===== config.mk =====
export PLATFORM = sky130hd
export DESIGN_NAME = gray_counter_ud_flat
export DESIGN_NICKNAME = d
export VERILOG_FILES = /design/src/rtl/gray_counter_ud_pkg.sv /design/src/rtl/gray_counter_ud_if.sv /design/src/rtl/gray_counter_ud_next.sv /design/src/rtl/gray_counter_ud.sv /design/src/flat_wrapper.sv
export SDC_FILE = /design/constraint.sdc
export NUM_CORES = 1
export LEC_CHECK = 0
export ABC_CLOCK_PERIOD_IN_PS = 2500
export CORE_MARGIN = 5
export CORE_UTILIZATION = 47
export DETAILED_ROUTE_END_ITERATION = 16
export GPL_ROUTABILITY_DRIVEN = 0
export PLACE_DENSITY = 0.84
export RECOVER_POWER = 50
export REMOVE_ABC_BUFFERS = 1
export SLEW_MARGIN = 20
export SYNTH_ARGS = -nofsm -noshare
export SYNTH_HDL_FRONTEND = slang
export SYNTH_SLANG_ARGS = --single-unit

===== constraint.sdc =====
create_clock -name clk -period 2.5 [get_ports clk]
set_clock_uncertainty 0.15 [all_clocks]
set_input_delay 0.25 -clock clk [delete_from_list [all_inputs] [get_ports clk]]
set_output_delay 0.25 -clock clk [all_outputs]
set_load 0.05 [all_outputs]

===== src/rtl/gray_counter_ud_pkg.sv =====
// rtl/gray_counter_ud_pkg.sv - Gray/binary conversion helpers shared by the Gray counter
//
// Package gray_pkg: width-generic conversion functions operating on a
// GRAY_MAX_W-bit word. Callers zero-extend narrower values in and truncate
// the result back to their own width. Both conversions are bit-local from the
// MSB down, so zero-extension leaves the low bits of the result unchanged.
//   bin2gray(b)  : b ^ (b >> 1)
//   gray2bin(g)  : prefix-XOR from the MSB
//   max_count(w) : 2^w - 1, the largest w-bit unsigned count

package gray_pkg;

    localparam int GRAY_MAX_W = 32;

    typedef logic [GRAY_MAX_W-1:0] gray_word_t;

    function automatic gray_word_t bin2gray(input gray_word_t b);
        return b ^ (b >> 1);
    endfunction

    function automatic gray_word_t gray2bin(input gray_word_t g);
        gray_word_t b;
        b[GRAY_MAX_W-1] = g[GRAY_MAX_W-1];
        for (int i = GRAY_MAX_W - 2; i >= 0; i--) begin
            b[i] = b[i+1] ^ g[i];
        end
        return b;
    endfunction

    function automatic gray_word_t max_count(input int w);
        return (w >= GRAY_MAX_W) ? '1 : ((gray_word_t'(1) << w) - gray_word_t'(1));
    endfunction

endpackage


===== src/rtl/gray_counter_ud_if.sv =====
// rtl/gray_counter_ud_if.sv - control/status bundle of the up/down Gray counter
//
// Signals:
//   en, dir, load, load_val : controls, driven by the master (counter user)
//   out, bin, wrap          : registered status, driven by the slave (counter)

interface gray_counter_ud_if #(
    parameter int DATA_WIDTH = 4
);

    logic                  en;
    logic                  dir;
    logic                  load;
    logic [DATA_WIDTH-1:0] load_val;
    logic [DATA_WIDTH-1:0] out;
    logic [DATA_WIDTH-1:0] bin;
    logic                  wrap;

    modport master (
        output en, dir, load, load_val,
        input  out, bin, wrap
    );

    modport slave (
        input  en, dir, load, load_val,
        output out, bin, wrap
    );

endinterface


===== src/rtl/gray_counter_ud_next.sv =====
// rtl/gray_counter_ud_next.sv - combinational next-state logic of the up/down Gray counter
//
// Ports:
//   bin        in  current binary count
//   en, dir    in  step enable and direction (1 = up)
//   load       in  load strobe, overrides en/dir
//   load_val   in  Gray-coded load value
//   next_bin   out binary count for the next edge
//   next_gray  out Gray encoding of next_bin
//   next_wrap  out step wrapped (SATURATE=0) or was clamped (SATURATE=1)

module gray_counter_ud_next
    import gray_pkg::*;
#(
    parameter int DATA_WIDTH = 4,
    parameter int SATURATE   = 0
) (
    input  logic [DATA_WIDTH-1:0] bin,
    input  logic                  en,
    input  logic                  dir,
    input  logic                  load,
    input  logic [DATA_WIDTH-1:0] load_val,
    output logic [DATA_WIDTH-1:0] next_bin,
    output logic [DATA_WIDTH-1:0] next_gray,
    output logic                  next_wrap
);

    localparam logic [DATA_WIDTH-1:0] MAX = DATA_WIDTH'(max_count(DATA_WIDTH));
    localparam bit                    SAT = (SATURATE != 0);

    always_comb begin
        next_bin  = bin;
        next_wrap = 1'b0;
        next_gray = DATA_WIDTH'(bin2gray(gray_word_t'(bin)));

        if (load) begin
            next_bin  = DATA_WIDTH'(gray2bin(gray_word_t'(load_val)));
            // Every Gray word decodes uniquely, so load_val is already the
            // encoding of next_bin.
            next_gray = load_val;
        end else if (en) begin
            if (dir) begin
                if (bin == MAX) begin
                    next_wrap = 1'b1;
                    if (!SAT) next_bin = '0;
                end else begin
                    next_bin = bin + DATA_WIDTH'(1);
                end
            end else begin
                if (bin == '0) begin
                    next_wrap = 1'b1;
                    if (!SAT) next_bin = MAX;
                end else begin
                    next_bin = bin - DATA_WIDTH'(1);
                end
            end
            // Encode from the new binary value, never from the old one, so
            // out and bin stay coherent on every edge.
            next_gray = DATA_WIDTH'(bin2gray(gray_word_t'(next_bin)));
        end
    end

endmodule


===== src/rtl/gray_counter_ud.sv =====
// rtl/gray_counter_ud.sv - parametrised up/down Gray counter with load and wrap/saturate
//
// Ports:
//   clk    in   rising-edge clock
//   reset  in   asynchronous active-high reset
//   cnt    slave modport of gray_counter_ud_if:
//            en, dir, load, load_val in; out (Gray), bin (binary), wrap out
// Parameters: DATA_WIDTH (>= 2, <= 32), RESET_VALUE (binary, truncated),
//             SATURATE (0 = wrap modulo 2^DATA_WIDTH, 1 = clamp at the limits)

module gray_counter_ud
    import gray_pkg::*;
#(
    parameter int DATA_WIDTH  = 4,
    parameter int RESET_VALUE = 0,
    parameter int SATURATE    = 0
) (
    input  logic                clk,
    input  logic                reset,
    gray_counter_ud_if.slave    cnt
);

    localparam logic [DATA_WIDTH-1:0] RST_BIN  = DATA_WIDTH'(RESET_VALUE);
    localparam logic [DATA_WIDTH-1:0] RST_GRAY = DATA_WIDTH'(bin2gray(gray_word_t'(RST_BIN)));

    logic [DATA_WIDTH-1:0] next_bin;
    logic [DATA_WIDTH-1:0] next_gray;
    logic                  next_wrap;

    gray_counter_ud_next #(
        .DATA_WIDTH (DATA_WIDTH),
        .SATURATE   (SATURATE)
    ) u_next (
        .bin       (cnt.bin),
        .en        (cnt.en),
        .dir       (cnt.dir),
        .load      (cnt.load),
        .load_val  (cnt.load_val),
        .next_bin  (next_bin),
        .next_gray (next_gray),
        .next_wrap (next_wrap)
    );

    // bin, out and wrap share one register stage so both views always agree.
    always_ff @(posedge clk or posedge reset) begin
        if (reset) begin
            cnt.bin  <= RST_BIN;
            cnt.out  <= RST_GRAY;
            cnt.wrap <= 1'b0;
        end else begin
            cnt.bin  <= next_bin;
            cnt.out  <= next_gray;
            cnt.wrap <= next_wrap;
        end
    end

endmodule


===== src/flat_wrapper.sv =====
// flat-port wrapper written by rule: the top's interface ports become plain ports
module gray_counter_ud_flat import gray_pkg::*;
#(
    parameter int DATA_WIDTH  = 4,
    parameter int RESET_VALUE = 0,
    parameter int SATURATE    = 0
)
  (clk, reset, cnt_en, cnt_dir, cnt_load, cnt_load_val, cnt_out, cnt_bin, cnt_wrap);
  gray_counter_ud_if #(.DATA_WIDTH(DATA_WIDTH)) cnt_i ();
  input  logic clk;
  input  logic reset;
  input wire logic [$bits(cnt_i.en)-1:0] cnt_en;
  input wire logic [$bits(cnt_i.dir)-1:0] cnt_dir;
  input wire logic [$bits(cnt_i.load)-1:0] cnt_load;
  input wire logic [$bits(cnt_i.load_val)-1:0] cnt_load_val;
  output wire logic [$bits(cnt_i.out)-1:0] cnt_out;
  output wire logic [$bits(cnt_i.bin)-1:0] cnt_bin;
  output wire logic [$bits(cnt_i.wrap)-1:0] cnt_wrap;
  assign cnt_i.en = cnt_en;
  assign cnt_i.dir = cnt_dir;
  assign cnt_i.load = cnt_load;
  assign cnt_i.load_val = cnt_load_val;
  assign cnt_out = cnt_i.out;
  assign cnt_bin = cnt_i.bin;
  assign cnt_wrap = cnt_i.wrap;
  gray_counter_ud #(.DATA_WIDTH(DATA_WIDTH), .RESET_VALUE(RESET_VALUE), .SATURATE(SATURATE)) u_core (.clk(clk), .reset(reset), .cnt(cnt_i));
endmodule

Yosys cells after proc, flatten, opt, wreduce, memory -nomap -nowiden:

Cells that the tools add are included.

* logic and storage cells: 27
* input bits: 9
* flip-flop bits (word level): 9

* reductions and logical operators: 2
* add/subtract/negate cells: 2
* bitwise operators: 5
* mux-type cells: 14
* eq/ne operators: 1

Operators with widths (number)
* 4-bit two-way mux: 9
* 4-bit by 3-bit XOR with 4-bit output: 2
* 1-bit two-way mux: 5
* 4-bit by 1-bit adder with 4-bit output, second input constant: 1
* 4-bit equality test, second input constant: 1
* 4-bit zero test: 1
* 4-bit by 1-bit subtractor with 4-bit output, second input constant: 1
* 1-bit XOR: 3
* 2-bit nonzero test: 1

Longest topological paths before layout:

Gate-level depths: netlist (run 1).

* depth after elaboration: 8
* mapped depth: 6
* depth with buffers taken out: 6

Hierarchy:

From an unflattened synthesis (run 1), not the netlist that was laid out.

* cells, all modules: 75
* area total of the unflattened synthesis: 723.2 um^2

By module, submodules not included
* gray_counter_ud_next: area an instance 494.2 um^2, times used 1, seq. area each 0.0 um^2, cells each 65
* gray_counter_ud: area an instance 229.0 um^2, times used 1, seq. area each 225.2 um^2, cells each 10

Worst setup path before layout (run 1):

Ideal clock, no wire load.

* path type: reg-to-reg
* from: register u_core.cnt.bin[2]
* to: register u_core.cnt.out[2]
* required time: 2.217 ns
* buffers on the path: 0
* slack: 0.277 ns
* arrival time: 1.941 ns
* period minus slack after synthesis: 2.223 ns
* cell stages (with the launch flop): 7
* cells stage by stage: dfrtp_1 inv_1 ha_1 nand2b_1 mux4_2 o2111ai_1 o211ai_2

* longest elaborated chain between the ends: 8

RTL lines
* start, declared: line gray_counter_ud_if.sv:26 `output out, bin, wrap`
* start signal, assigned: line gray_counter_ud.sv:51 `cnt.bin <= next_bin;`
* 4-bit by 1-bit subtractor with 4-bit output (tied with other cells): line gray_counter_ud_next.sv:54 `next_bin = bin - DATA_WIDTH'(1);`
* 4-bit two-way mux, on equally long branches: line gray_counter_ud_next.sv:50, gray_counter_ud_next.sv:43
* 4-bit two-way mux: line gray_counter_ud_next.sv:42 `if (dir) begin`
* 4-bit two-way mux: line gray_counter_ud_next.sv:41 `end else if (en) begin`
* 4-bit two-way mux: line gray_counter_ud_next.sv:36 `if (load) begin`
* 4-bit by 3-bit XOR with 4-bit output: line gray_counter_ud_pkg.sv:18 `return b ^ (b >> 1);`
* 4-bit two-way mux *: line gray_counter_ud_next.sv:41
* 4-bit two-way mux *: line gray_counter_ud_next.sv:36
* via u_core.next_gray[2]: line gray_counter_ud.sv:27 `logic [DATA_WIDTH-1:0] next_gray;`
* end signal, assigned: line gray_counter_ud.sv:52 `cnt.out <= next_gray;`
* end, declared: line gray_counter_ud_if.sv:26

Mark *: on every way through the listed nets, which the timed path passes. The rest lies on a longest branch. The select of a mux whose other input is x is not followed.
A chain may end at the register's enable or synchronous reset.

Worst setup path after layout (run 1):

* from: register u_core.cnt.bin[0]
* to: output port cnt_bin[0]

RTL lines
* end, declared: line flat_wrapper.sv:17 `output wire logic [$bits(cnt_i.bin)-1:0] cnt_bin;`

No word-level cell between the ends.

==> flow_summary.ini, run 1 <==
[synth]
synth.area.top_cells = dfrtp_1, ha_1, o21ai_0
seq_area_frac_synth_pct = 31.69
synth_area_per_cell_um2 = 9.476
syn_inst = 75
synth_common_cells = dfrtp_1, inv_1, ha_1
yosysTopAreaCell = dfrtp_1
synth_top_area_share_pct = 31.69
ys_seq_elements = 9
synth_edf_count = 0
yosysMostFrequentCell = dfrtp_1
synthFlopType = dfrtp_1
yosys_warnings = 0
netlist-cell-type-count = 34
async_flop_share_pct = 100.0
synth_area_um2 = 710.7

[sta]
setup_violations = 0
setup_ws_ns = 0.4553
finalSetupTns_ns = 0
timing.slew.headroom_pct = 65.66
finalCriticalPeriod_ns = 2.045
post-route-period-util_pct = 81.79
hold_viol_final = 0
rsz0062_at_grt = no
worstMarginPinSlew_ns = 0.5136
fmax_mhz = 489.1
maxSlewViolCount = 0

[global_route]
grt_usage_pct = 14.34
grt_pass1_vias = 602
grt_remaining_overflow = 0
antenna_found_initial = 0
grt_max_degree = 16
grt_pass1_wl_um = 2642

[final_layout]
layout.nets = 111
fin_area_um2 = 918.4
final_cells = 110
diodes = 0
syn_to_final_growth_pct = 29.23
multi_input_area_um2 = 446.7
seqCellArea_um2 = 225.2
drive_gt1_share_pct = 8.511
nFillCells = 131

[routing]
drt-pass1-iter-count = 4
final_antenna_net_count = 0
vias_per_cell = 5.391
via_count = 593
drtIter0Drc = 11
finalWirelength_um = 1477
drc = 0
post_drt_wl_per_cell_um = 13.43

[critical_path]
cp_max_fo = 9
rr_endpoint = u_core.cnt.out[2]
cp_slowest_cell = clkdlybuf4s50_1
rrSetupSlack_ns = 0.53
crit_required_ns = 2.10
crit_path_cell_trace = clkdlybuf4s50_1
cp-start-kind = register
critPathBufInv = 1
timing.rr.start = u_core.cnt.bin[3]
worstRegToRegCells = 6
critPathTopFamily = buffers and inverters
crit_path_end_kind = output port
cpPeakStageDelay_ns = 0.87
path_class = register to output port
arrival_ns = 1.64

[die]
io-pin-count = 18
start_util_pct = 48.30
core_mm2 = 0.001471
row_count = 14
die_w_um = 48.89
die_h_um = 48.89
die_area_mm2 = 0.002390

[power_and_ir_drop]
finalPower_uw = 666.4
vdd_ir_drop_max_v = 0.0003702
p_sw_uw = 285.4
comb_power_share_pct = 54.2
intPower_uw = 381.1
pwr_density_cell_mw_per_mm2 = 725.7
clock_power_share_pct = 16.0
seqPwrFrac_pct = 29.8
p_leak_uw = 0.0004193
p_sw_share_pct = 42.82

[clock_network]
htreeDepth = 1
cts_buffers = 3
holdBufCountCts = 0
cts_root_buf = clkbuf_4
insertion_delay_ns = 0.25
cts_resized = 0
clock_sinks = 9
cts_tree = yes
clock_path_buffers = 2
clk_pin_slew_worst_paths_ns = 0.05
postCtsSetupRepairBufs = 0

[placement]
dp_hpwl_um = 1257
portBuffers = 17
dpl.cell_count = 106
placed_area_um2 = 892.1
pre_cts_ws_ns = 0.4373

[run]
maxCapViolCount = 0

[min_path]
worstHoldPathType = primary input to async pin

[outcome]
outcome = finished, final reports clean
## power by group through the flow
| stage | Combinational, µW | Clock [µW] | Sequential (µW) |
|---|---|---|---|
| after global placement | 359 | 0 | 201 |
| after detailed placement | 366 | 0 | 203 |
| after global routing | 392 | 122 | 206 |
| after CTS | 367 | 114 | 200 |
| after floorplan | 169 | 0 | 286 |
| final | 361 | 107 | 198 |
## how the worst max path moves through the flow
stage	startpoint	end	slack [ns]	depth (start not counted)
detailed placement	cnt_dir	u_core.cnt.out[0]	0.44	5
finish	u_core.cnt.bin[0]	cnt_bin[0]	0.46	1
floorplan	u_core.cnt.bin[2]	u_core.cnt.out[2]	0.28	6
CTS	u_core.cnt.bin[0]	cnt_bin[0]	0.42	1
global placement	cnt_dir	u_core.cnt.out[0]	0.47	5
global route	u_core.cnt.bin[0]	cnt_bin[0]	0.38	1
## per-stage QoR
stage | hold slack [ns] | utilization (%)
floorplan | -0.07208 | -
global placement | 0.3770 | 60.63
detailed placement | 0.3900 | 60.63
CTS | 0.1094 | 62.42
global route | 0.2720 | 62.42
finish | 0.2447 | 62.42
## kinds of logic after synthesis
kind of cell	Yosys count	share of synthesized area [%]
AO/OA/AOI/OAI	24	23.24
AND/OR/NAND/NOR	16	13.56
buffers and inverters	10	5.457
flip-flops	9	31.69
adder cells (fa/ha/maj)	7	12.32
XOR/XNOR	5	6.163
multiplexers	4	7.570
## area by class of cell
type                    instances  area share (%)
clock buffers                   4           2.861
inverters                       8           3.270
multi-input cells              56           48.64
flip-flops and latches          9           24.52
well taps                      16           2.180
repair buffers                 17           18.53
## routing by layer
layer | global-route usage (%) | share of wire, %
met5 | 0 | 0
met4 | 2.691 | 0
met3 | 6.728 | 5.0
met2 | 24.13 | 53
met1 | 16.57 | 42
## flip-flops by register name, indices dropped and copies added (netlist names)
signal	cells
u_core.cnt.out	4
u_core.cnt.wrap	1
u_core.cnt.bin	4
## cells in the final DEF (no fill, tap or decap), types with 3 or more instances in the layout
| master | netlist | routed |
|---|---|---|
| ha_1 | 7 | 7 |
| dlygate4sd3_1 | 0 | 4 |
| clkbuf_4 | 0 | 3 |
| inv_1 | 8 | 8 |
| o21ai_0 | 6 | 6 |
| dfrtp_1 | 9 | 9 |
| clkdlybuf4s50_1 | 0 | 13 |
| xor2_1 | 3 | 3 |
| a21oi_1 | 5 | 5 |
| nor2_1 | 4 | 4 |
Power figures use the tool's default switching activity.
==> run 2, diff against run 1 <==
Settings changed: ABC_CLOCK_PERIOD_IN_PS 2500 to 1800, CORE_UTILIZATION 47 to 42, PLACE_DENSITY 0.84 to 0.8.
Clock period 2.5 ns to 1.8 ns, I/O delays scaled along.
==> run 2 against run 1 <==
  * Die area is 9.4% higher
  * Highest routed layer is now met4
  * Critical path depth grew 5
  * Clock-buffer cell count unchanged
  * Largest power group unchanged
  * The run now ends with setup timing left
==> flow_summary.ini, run 2 (same netlist as run 1, synthesis figures left out) <==
[clock_network]
clk_pin_slew_worst_paths_ns = 0.06
cts_tree = yes
cts_buffers = 3
insertion_delay_ns = 0.26
clock_sinks = 9
clock_path_buffers = 2
cts_root_buf = clkbuf_4
htreeDepth = 1
holdBufCountCts = 0

[global_route]
grt_pass1_vias = 734
antenna_found_initial = 0
grt_max_degree = 10
grt_remaining_overflow = 0
grt_pass1_wl_um = 3332
grt_usage_pct = 17.41

[power_and_ir_drop]
p_leak_uw = 0.0005372
finalPower_uw = 1135
pwr_density_cell_mw_per_mm2 = 990.0
vdd_ir_drop_max_v = 0.0005937

[routing]
post_drt_wl_per_cell_um = 15.78
via_count = 719
vias_per_cell = 5.406
final_antenna_net_count = 0
drtIter0Drc = 12
finalWirelength_um = 2099
drt-pass1-iter-count = 4
drc = 0

[die]
die_area_mm2 = 0.002615
row_count = 14
io-pin-count = 18
die_w_um = 51.14
start_util_pct = 45.59
die_h_um = 51.14
core_mm2 = 0.001559

[critical_path]
crit_required_ns = 1.83
crit_path_end_kind = register
critPathMostFrequentCell = nand2b_4
cp_slowest_cell = mux4_2
cp-start-kind = register
cp_max_fo = 4
cpPeakStageDelay_ns = 0.52
path_class = register to register
crit_path_cell_trace = inv_2 > ha_4 > nand2b_4 > mux4_2 > nand2b_4 > o211ai_2
arrival_ns = 1.90

[run]
maxCapViolCount = 0

[final_layout]
drive_gt1_share_pct = 40.17
reg.largest.list = u_core.cnt.bin: 4 flops, u_core.cnt.out: 4 flops, u_core.cnt.wrap: 1 flops
final_cells = 133
layout.nets = 134
utilization_pct = 73.52
final_cell_mix = buf_4, clkdlybuf4s50_1, dfrtp_1
syn_to_final_growth_pct = 61.27
diodes = 0
final_common_cell = buf_4

[outcome]
outcome = finished with violations
violations = setup timing

[sta]
whs_ns = 0.1719
post-route-period-util_pct = 103.7
worstMarginPinSlew_ns = 0.5953
timing.slew.headroom_pct = 60.48
setup_violations = 3
finalCriticalPeriod_ns = 1.866
setup_ws_ns = -0.06626
maxSlewViolCount = 0
fmax_mhz = 535.8
hold_viol_final = 0
finalSetupTns_ns = -0.09825
rsz0062_at_grt = yes

[placement]
portBuffers = 17
dp_hpwl_um = 1474
dpl.cell_count = 120

[min_path]
worstHoldPathType = primary input to async pin
## run 2: changes by cell type in the layout (fill, tap and decap cells not counted), moves of 3 or more
cell | before | now
clkdlybuf4s50_1 | 13 | 10
ha_4 | 0 | 3
o21ai_1 | 0 | 3
ha_1 | 7 | 3
o21ai_0 | 6 | 3
inv_2 | 0 | 3
buf_4 | 0 | 26
dlygate4sd3_1 | 4 | 1
inv_1 | 8 | 5
## run 2: worst paths after layout
kind                                    from                end  slack (ns)  cells past startpoint
setup / recovery           u_core.cnt.bin[3]  u_core.cnt.out[2]       -0.07                      6
hold / removal                         reset    u_core.cnt.wrap        0.17                      2
setup reg to reg           u_core.cnt.bin[3]  u_core.cnt.out[2]       -0.07                      6
hold reg to reg            u_core.cnt.bin[2]  u_core.cnt.out[1]        0.67                      4
max in group asynchronous              reset  u_core.cnt.bin[1]        1.07                      2
min in group clk             cnt_load_val[0]  u_core.cnt.out[0]        0.44                      2
## run 2: metrics by stage
stage | instance area (µm²) | worst slack, ns
floorplan | 701.9 | -0.4233
global placement | 982.2 | -0.07141
detailed placement | 982.2 | -0.1320
CTS | 1100 | -0.03347
global route | 1146 | -0.09258
finish | 1146 | -0.06626
## run 2: where the power goes
part	total [µW]	internal, µW	switching (µW)
clock	159	85.6	73.2
combinational	716	332	383
sequential	260	237	22.9
## run 2: timing repair
action	in CTS	in global routing
pin swaps	1	5
setup buffers	8	1
resized for setup	11	9
setup endpoints to repair	7	6
## run 2: metal layers
metal | GRT usage (%) | routed length, µm
met5 | 0 | 0
met4 | 5.381 | 48
met3 | 5.814 | 117
met2 | 30.90 | 1101
met1 | 19.60 | 831
## run 2: area by class of cell
cell class	instances	area [µm²]
tap	16	20.02
fill	105	412.9
sequential	9	225.2
multi-input combinational	56	513.0
clock buffer	4	26.28
inverter	8	30.03
timing repair buffer	40	331.6
## run 2: worst max-delay path: cells and delay by family (launching register included)
| family | cells | cell delay (ns) |
|---|---|---|
| flops | 1 | 0.39 |
| fa+ha+maj | 1 | 0.16 |
| simple gates | 2 | 0.30 |
| mux | 1 | 0.52 |
| compound gates | 1 | 0.17 |
| buf+inv | 1 | 0.08 |
